==> config.mk <==
export PLATFORM = sky130hd
export DESIGN_NAME = spi_master_mc_flat
export DESIGN_NICKNAME = d
export VERILOG_FILES = /design/src/rtl/spi_master_mc_if.sv /design/src/rtl/spi_master_mc.sv /design/src/flat_wrapper.sv
export SDC_FILE = /design/constraint.sdc
export NUM_CORES = 1
export LEC_CHECK = 0
export CAP_MARGIN = 5
export CORE_MARGIN = 5
export CORE_UTILIZATION = 55
export DETAILED_ROUTE_END_ITERATION = 6
export HOLD_SLACK_MARGIN = 0.06
export PLACE_DENSITY = 0.8
export SYNTH_ARGS = -nofsm -noshare
export SYNTH_HDL_FRONTEND = slang
export SYNTH_SLANG_ARGS = --single-unit
==> constraint.sdc <==
create_clock -name clk -period 3 [get_ports clk]
set_clock_uncertainty 0.2 [all_clocks]
set_input_delay 0.3 -clock clk [delete_from_list [all_inputs] [get_ports clk]]
set_output_delay 0.3 -clock clk [all_outputs]
set_load 0.005 [all_outputs]
==> src/rtl/spi_master_mc_if.sv <==
// Bus-side bundle for spi_master_mc: CPU control/status plus the SPI pins.
// "master" is the controller's view, "slave" is the view of whoever drives it.
interface spi_master_mc_if #(
    parameter int DATA_WIDTH = 8,
    parameter int NUM_CS     = 2,
    parameter int DIV_WIDTH  = 8,
    parameter int CS_W       = (NUM_CS > 1) ? $clog2(NUM_CS) : 1
);
    logic                  start;
    logic [DATA_WIDTH-1:0] tx_data;
    logic [CS_W-1:0]       cs_sel;
    logic [DIV_WIDTH-1:0]  clk_div;
    logic                  cpol;
    logic                  cpha;
    logic                  lsb_first;
    logic                  miso;
    logic                  sclk;
    logic                  mosi;
    logic [NUM_CS-1:0]     cs_n;
    logic [DATA_WIDTH-1:0] rx_data;
    logic                  busy;
    logic                  done;
    logic                  err;

    modport master (
        input  start, tx_data, cs_sel, clk_div, cpol, cpha, lsb_first, miso,
        output sclk, mosi, cs_n, rx_data, busy, done, err
    );

    modport slave (
        output start, tx_data, cs_sel, clk_div, cpol, cpha, lsb_first, miso,
        input  sclk, mosi, cs_n, rx_data, busy, done, err
    );
endinterface

==> src/rtl/spi_master_mc.sv <==
// Multi-mode SPI master: any CPOL/CPHA, MSB/LSB first, N chip selects,
// programmable half-period of clk_div+1 system clocks.
// Timeline per transfer: SETUP (H) -> 2*DATA_WIDTH edge periods (H each,
// first edge at end of SETUP) -> HOLD (H) -> done.
module spi_master_mc #(
    parameter int DATA_WIDTH = 8,
    parameter int NUM_CS     = 2,
    parameter int DIV_WIDTH  = 8,
    parameter int CS_W       = (NUM_CS > 1) ? $clog2(NUM_CS) : 1
) (
    input  logic             clk,
    input  logic             rst,
    spi_master_mc_if.master  bus
);
    localparam int EW = $clog2(2*DATA_WIDTH+1);

    typedef enum logic [1:0] {IDLE, SETUP, XFER, HOLD} state_t;

    state_t                r_state, w_next;
    logic [DATA_WIDTH-1:0] r_tx_sh, r_rx_sh, r_rx_data;
    logic [NUM_CS-1:0]     r_cs_n, w_cs_dec;
    logic [DIV_WIDTH-1:0]  r_div, r_cnt;
    logic [EW-1:0]         r_ecnt;
    logic                  r_cpol, r_cpha, r_lsb;
    logic                  r_sclk, r_mosi, r_busy, r_done, r_err;
    logic                  w_tick, w_cs_ok, w_accept, w_reject, w_edge, w_finish;
    logic                  w_lead, w_last, w_out_cur, w_out_next;
    logic [DATA_WIDTH-1:0] w_tx_shift, w_rx_shift;

    assign w_tick     = (r_cnt == '0);
    assign w_cs_ok    = (int'(bus.cs_sel) < NUM_CS);
    // Leading edge = sclk currently resting at cpol and about to leave it.
    assign w_lead     = (r_sclk == r_cpol);
    assign w_last     = (r_ecnt == EW'(2*DATA_WIDTH-1));
    assign w_out_cur  = r_lsb ? r_tx_sh[0] : r_tx_sh[DATA_WIDTH-1];
    assign w_out_next = r_lsb ? r_tx_sh[1] : r_tx_sh[DATA_WIDTH-2];
    assign w_tx_shift = r_lsb ? {1'b0, r_tx_sh[DATA_WIDTH-1:1]}
                              : {r_tx_sh[DATA_WIDTH-2:0], 1'b0};
    assign w_rx_shift = r_lsb ? {bus.miso, r_rx_sh[DATA_WIDTH-1:1]}
                              : {r_rx_sh[DATA_WIDTH-2:0], bus.miso};

    // Decode requested chip select into an active-low one-cold mask.
    always_comb begin
        w_cs_dec = '1;
        for (int i = 0; i < NUM_CS; i++)
            if (int'(bus.cs_sel) == i) w_cs_dec[i] = 1'b0;
    end

    // State register.
    always_ff @(posedge clk) begin
        if (rst) r_state <= IDLE;
        else     r_state <= w_next;
    end

    // Next-state and per-cycle event strobes.
    always_comb begin
        w_next   = r_state;
        w_accept = 1'b0;
        w_reject = 1'b0;
        w_edge   = 1'b0;
        w_finish = 1'b0;
        case (r_state)
            IDLE: if (bus.start) begin
                if (w_cs_ok) begin
                    w_accept = 1'b1;
                    w_next   = SETUP;
                end else begin
                    w_reject = 1'b1;
                end
            end
            SETUP: if (w_tick) begin
                w_edge = 1'b1;
                w_next = XFER;
            end
            // After the last edge the period still runs out before HOLD.
            XFER: if (w_tick) begin
                if (r_ecnt == EW'(2*DATA_WIDTH)) w_next = HOLD;
                else                             w_edge = 1'b1;
            end
            HOLD: if (w_tick) begin
                w_finish = 1'b1;
                w_next   = IDLE;
            end
            default: w_next = IDLE;
        endcase
    end

    // Datapath: latch config, half-period counter, sclk/shift/sample, completion.
    always_ff @(posedge clk) begin
        if (rst) begin
            r_tx_sh   <= '0;
            r_rx_sh   <= '0;
            r_rx_data <= '0;
            r_cs_n    <= '1;
            r_div     <= '0;
            r_cnt     <= '0;
            r_ecnt    <= '0;
            r_cpol    <= 1'b0;
            r_cpha    <= 1'b0;
            r_lsb     <= 1'b0;
            r_sclk    <= 1'b0;
            r_mosi    <= 1'b0;
            r_busy    <= 1'b0;
            r_done    <= 1'b0;
            r_err     <= 1'b0;
        end else begin
            r_done <= 1'b0;
            r_err  <= w_reject;
            if (r_state == IDLE) r_sclk <= bus.cpol;
            if (w_accept) begin
                r_tx_sh <= bus.tx_data;
                r_rx_sh <= '0;
                r_div   <= bus.clk_div;
                r_cnt   <= bus.clk_div;
                r_ecnt  <= '0;
                r_cpol  <= bus.cpol;
                r_cpha  <= bus.cpha;
                r_lsb   <= bus.lsb_first;
                r_busy  <= 1'b1;
                r_cs_n  <= w_cs_dec;
                // cpha=0 presents the first bit before the first edge.
                r_mosi  <= bus.cpha ? 1'b0
                         : (bus.lsb_first ? bus.tx_data[0] : bus.tx_data[DATA_WIDTH-1]);
            end else if (r_state != IDLE) begin
                r_cnt <= w_tick ? r_div : r_cnt - 1'b1;
            end
            if (w_edge) begin
                r_sclk <= ~r_sclk;
                r_ecnt <= r_ecnt + 1'b1;
                if (w_lead != r_cpha) r_rx_sh <= w_rx_shift;
                if (r_cpha ? w_lead : (!w_lead && !w_last)) begin
                    r_tx_sh <= w_tx_shift;
                    r_mosi  <= r_cpha ? w_out_cur : w_out_next;
                end
            end
            if (w_finish) begin
                r_sclk    <= r_cpol;
                r_cs_n    <= '1;
                r_busy    <= 1'b0;
                r_done    <= 1'b1;
                r_rx_data <= r_rx_sh;
            end
        end
    end

    assign bus.sclk    = r_sclk;
    assign bus.mosi    = r_mosi;
    assign bus.cs_n    = r_cs_n;
    assign bus.rx_data = r_rx_data;
    assign bus.busy    = r_busy;
    assign bus.done    = r_done;
    assign bus.err     = r_err;
endmodule

==> src/flat_wrapper.sv <==
// flat-port wrapper written by rule: the top's interface ports become plain ports
module spi_master_mc_flat 
#(
    parameter int DATA_WIDTH = 8,
    parameter int NUM_CS     = 2,
    parameter int DIV_WIDTH  = 8,
    parameter int CS_W       = (NUM_CS > 1) ? $clog2(NUM_CS) : 1
)
  (clk, rst, bus_start, bus_tx_data, bus_cs_sel, bus_clk_div, bus_cpol, bus_cpha, bus_lsb_first, bus_miso, bus_sclk, bus_mosi, bus_cs_n, bus_rx_data, bus_busy, bus_done, bus_err);
  spi_master_mc_if #(.DATA_WIDTH(DATA_WIDTH), .NUM_CS(NUM_CS), .DIV_WIDTH(DIV_WIDTH), .CS_W(CS_W)) bus_i ();
  input  logic clk;
  input  logic rst;
  input wire logic [$bits(bus_i.start)-1:0] bus_start;
  input wire logic [$bits(bus_i.tx_data)-1:0] bus_tx_data;
  input wire logic [$bits(bus_i.cs_sel)-1:0] bus_cs_sel;
  input wire logic [$bits(bus_i.clk_div)-1:0] bus_clk_div;
  input wire logic [$bits(bus_i.cpol)-1:0] bus_cpol;
  input wire logic [$bits(bus_i.cpha)-1:0] bus_cpha;
  input wire logic [$bits(bus_i.lsb_first)-1:0] bus_lsb_first;
  input wire logic [$bits(bus_i.miso)-1:0] bus_miso;
  output wire logic [$bits(bus_i.sclk)-1:0] bus_sclk;
  output wire logic [$bits(bus_i.mosi)-1:0] bus_mosi;
  output wire logic [$bits(bus_i.cs_n)-1:0] bus_cs_n;
  output wire logic [$bits(bus_i.rx_data)-1:0] bus_rx_data;
  output wire logic [$bits(bus_i.busy)-1:0] bus_busy;
  output wire logic [$bits(bus_i.done)-1:0] bus_done;
  output wire logic [$bits(bus_i.err)-1:0] bus_err;
  assign bus_i.start = bus_start;
  assign bus_i.tx_data = bus_tx_data;
  assign bus_i.cs_sel = bus_cs_sel;
  assign bus_i.clk_div = bus_clk_div;
  assign bus_i.cpol = bus_cpol;
  assign bus_i.cpha = bus_cpha;
  assign bus_i.lsb_first = bus_lsb_first;
  assign bus_i.miso = bus_miso;
  assign bus_sclk = bus_i.sclk;
  assign bus_mosi = bus_i.mosi;
  assign bus_cs_n = bus_i.cs_n;
  assign bus_rx_data = bus_i.rx_data;
  assign bus_busy = bus_i.busy;
  assign bus_done = bus_i.done;
  assign bus_err = bus_i.err;
  spi_master_mc #(.DATA_WIDTH(DATA_WIDTH), .NUM_CS(NUM_CS), .DIV_WIDTH(DIV_WIDTH), .CS_W(CS_W)) u_core (.clk(clk), .rst(rst), .bus(bus_i));
endmodule
==> impl_metrics.yaml <==
status:
  outcome: "finished clean"
pwr:
  ir_drop_v: 0.000415
  p_sw_frac: 0.437
  p_comb_frac: 0.489
  switching_power_mw: 1.27
  cellInternalPower_mw: 1.63
  p_leak_nw: 1.28
  p_per_area_nw_per_um2: 834
  p_clk_frac: 0.150
  seq_power_share: 0.360
finish:
  fill_cells: 440
  nets: 390
  drive_gt1_frac: 0.103
  multi_input_area_um2: 1710
  final_util: 0.668
  area_growth_pct: 15.9
  regArea_um2: 1120
  num_antenna_cells: 0
floorplanning:
  die_area_um2: 7030
  io_pins: 39
  rows: 26
  die_w_um: 83.8
  core_um2: 5200
  initial_core_util: 0.576
  die_h_um: 83.8
cts:
  post-cts-setup-buffers: 0
  cts_buffer_depth: 2
  cts_tree: "yes"
  htreeDepth: 2
  clock_tree.root_cell: "clkbuf_8"
  holdBufCountCts: 0
  cts-resized-gates: 0
  numCtsBuffers: 5
  numClockSinks: 56
  clkTransAtPathRegs_ns: 0.10
  clkLatencyLatePin_ns: 0.31
logic_synthesis:
  synth_cell_types: 55
  synth_warnings: 0
  netlist_area_um2: 3000
  yosysTopAreaCell: "dfxtp_1"
  ys_seq_elements: 56
  netlist.area_leader.share: 0.374
  seq_area_frac_synth: 0.374
  synth_most_common_cell: "dfxtp_1"
  synth-async-reset-ratio: 0
  postSynthAreaPerCell_um2: 9.03
  syn_inst: 332
  ys_top_cells_by_area: "dfxtp_1 37%, a21oi_1 7.0%, mux2i_1 5.7%"
  syn_nets: 365
  synth_common_cells: "56 x dfxtp_1, 43 x nand2_1, 42 x a21oi_1"
  synth_flop_cell: "dfxtp_1"
  synth_edf_count: 0
critical_path:
  arrival_ns: 2.41
  path_class: "reg -> reg"
  slowest_delay_ns: 0.70
  cp_max_fo: 12
  cp-start-kind: "flip-flop"
  cp_slowest_cell: "or4b_1"
  end_kind: "flip-flop"
  cp_cell_sequence: "inv_1 > ha_1 > or4b_1 > nor2_8 > a21oi_2 > a22o_1"
  cp.required_ns: 3.01
run:
  drv_cap: 0
timing:
  fin_crit_ns: 2.41
  worstMarginPinSlew_ns: 0.848
  rsz0062_at_grt: "false"
  hold-worst-slack_ns: 0.268
  max_freq_mhz: 416
  hold_violations: 0
  slew_viol_final: 0
  slew_headroom: 0.434
  min_period_over_period: 0.802
  fin_setup_tns_ns: 0
  finalSetupViolations: 0
route:
  via_count: 2595
  drc: 0
  wl_um: 6760
  drt.antenna.violating_nets: 0
  avgViaCountPerCell: 6.06
  drt_iter0_drc: 237
  firstDrtPassIters: 4
  wl_per_cell_um: 15.8
place:
  portBuffers: 37
  gp_congestion: 0.844
  dpl.hpwl_um: 4680
global_routing:
  grt_pass1_vias: 2403
  grtUsageTotal: 0.193
  gr-total-overflow: 0
  antenna_found_initial: 0
  grt_pass1_wl_um: 11400
  grt_max_degree: 43
min_path:
  hp-class: "reg -> reg"
[through the flow]
step                      area [µm²]  power (mW)  setup WS [ns]  std cells
after floorplan                 3000        2.15          0.930        332
after global placement          3380        2.41          0.697        420
after detailed placement        3380        2.46          0.611        420
after CTS                       3470        2.90          0.589        428
after global routing            3470        3.09          0.444        428
final                           3470        2.90          0.595        428
[cell families after synthesis]
logic type	Yosys count	share of synthesized area
and+or+nand+nor	98	0.179
AOI/OAI and AO/OA	95	0.218
DFF	56	0.374
buffers and inverters	35	0.0543
muxes	34	0.124
adders and majority gates	9	0.0376
xor gates and xnor gates	4	0.0117
other	1	0.00125
[path summary, 6_finish.rpt]
kind	from	endpoint	slack (ns)	cells after the start
setup reg to reg	u_core.r_cnt[0]	u_core.bus.rx_data[5]	0.59	6
setup / recovery	u_core.r_cnt[0]	u_core.bus.rx_data[5]	0.59	6
hold reg to reg	u_core.r_div[1]	u_core.r_div[1]	0.27	2
hold / removal	u_core.r_div[1]	u_core.r_div[1]	0.27	2
[cell usage in the layout, fill, tap and decap left out, types with 6 or more instances in the layout]
cell type / count
or3_1: 6
mux2_1: 7
nor2_1: 14
inv_1: 8
a211oi_1: 6
nand3_1: 7
mux2_2: 9
ha_1: 9
o311ai_1: 9
dfxtp_1: 56
buf_4: 8
a21oi_1: 42
clkbuf_8: 6
nand4_1: 10
mux2i_1: 17
clkdlybuf4s50_1: 36
nand2_1: 43
a22o_1: 8
[worst max-delay path, delay by kind of cell, from the launching register on]
kind | cells | cell delay [ns]
compound gates | 2 | 0.49
flops | 1 | 0.36
simple gates | 2 | 0.90
buf+inv | 1 | 0.07
fa+ha+maj | 1 | 0.28
[sequential cells by signal (all words and copies together), names as in the netlist]
signal and flops:
u_core.bus.rx_data 8, u_core.r_cnt 8, u_core.r_div 8, u_core.r_rx_sh 8, u_core.r_tx_sh 8, u_core.r_ecnt 5
u_core.bus.cs_n 2, u_core.r_state 2, u_core.bus.busy 1, u_core.bus.done 1, u_core.bus.mosi 1, u_core.bus.sclk 1
u_core.r_cpha 1, u_core.r_cpol 1, u_core.r_lsb 1
[layer usage]
metal	GRT usage	vias to the layer above	part of all wire
met5	0	-	0
met3	0.0395	9	0.073
li1	-	1265	-
met1	0.256	1232	0.44
met2	0.322	89	0.48
met4	0.0439	0	0.012
[power by group through the flow]
stage          clock network (mW)  logic, mW  registers [mW]
4_1_cts                     0.445       1.41            1.04
6_report                    0.436       1.42            1.04
5_1_grt                     0.465       1.56            1.07
3_3_place_gp                    0       1.36            1.05
2_1_floorplan                   0       1.14            1.00
3_5_place_dp                    0       1.40            1.06
[cell type report]
cell class | count | share of cell area
sequential | 56 | 0.323
timing repair buffer | 45 | 0.122
clock inverter | 2 | 0.00396
tap | 70 | 0.0252
clock buffer | 6 | 0.0238
multi-input combinational | 241 | 0.493
inverter | 8 | 0.00864
No activity file was read; power rests on OpenSTA's default activity.
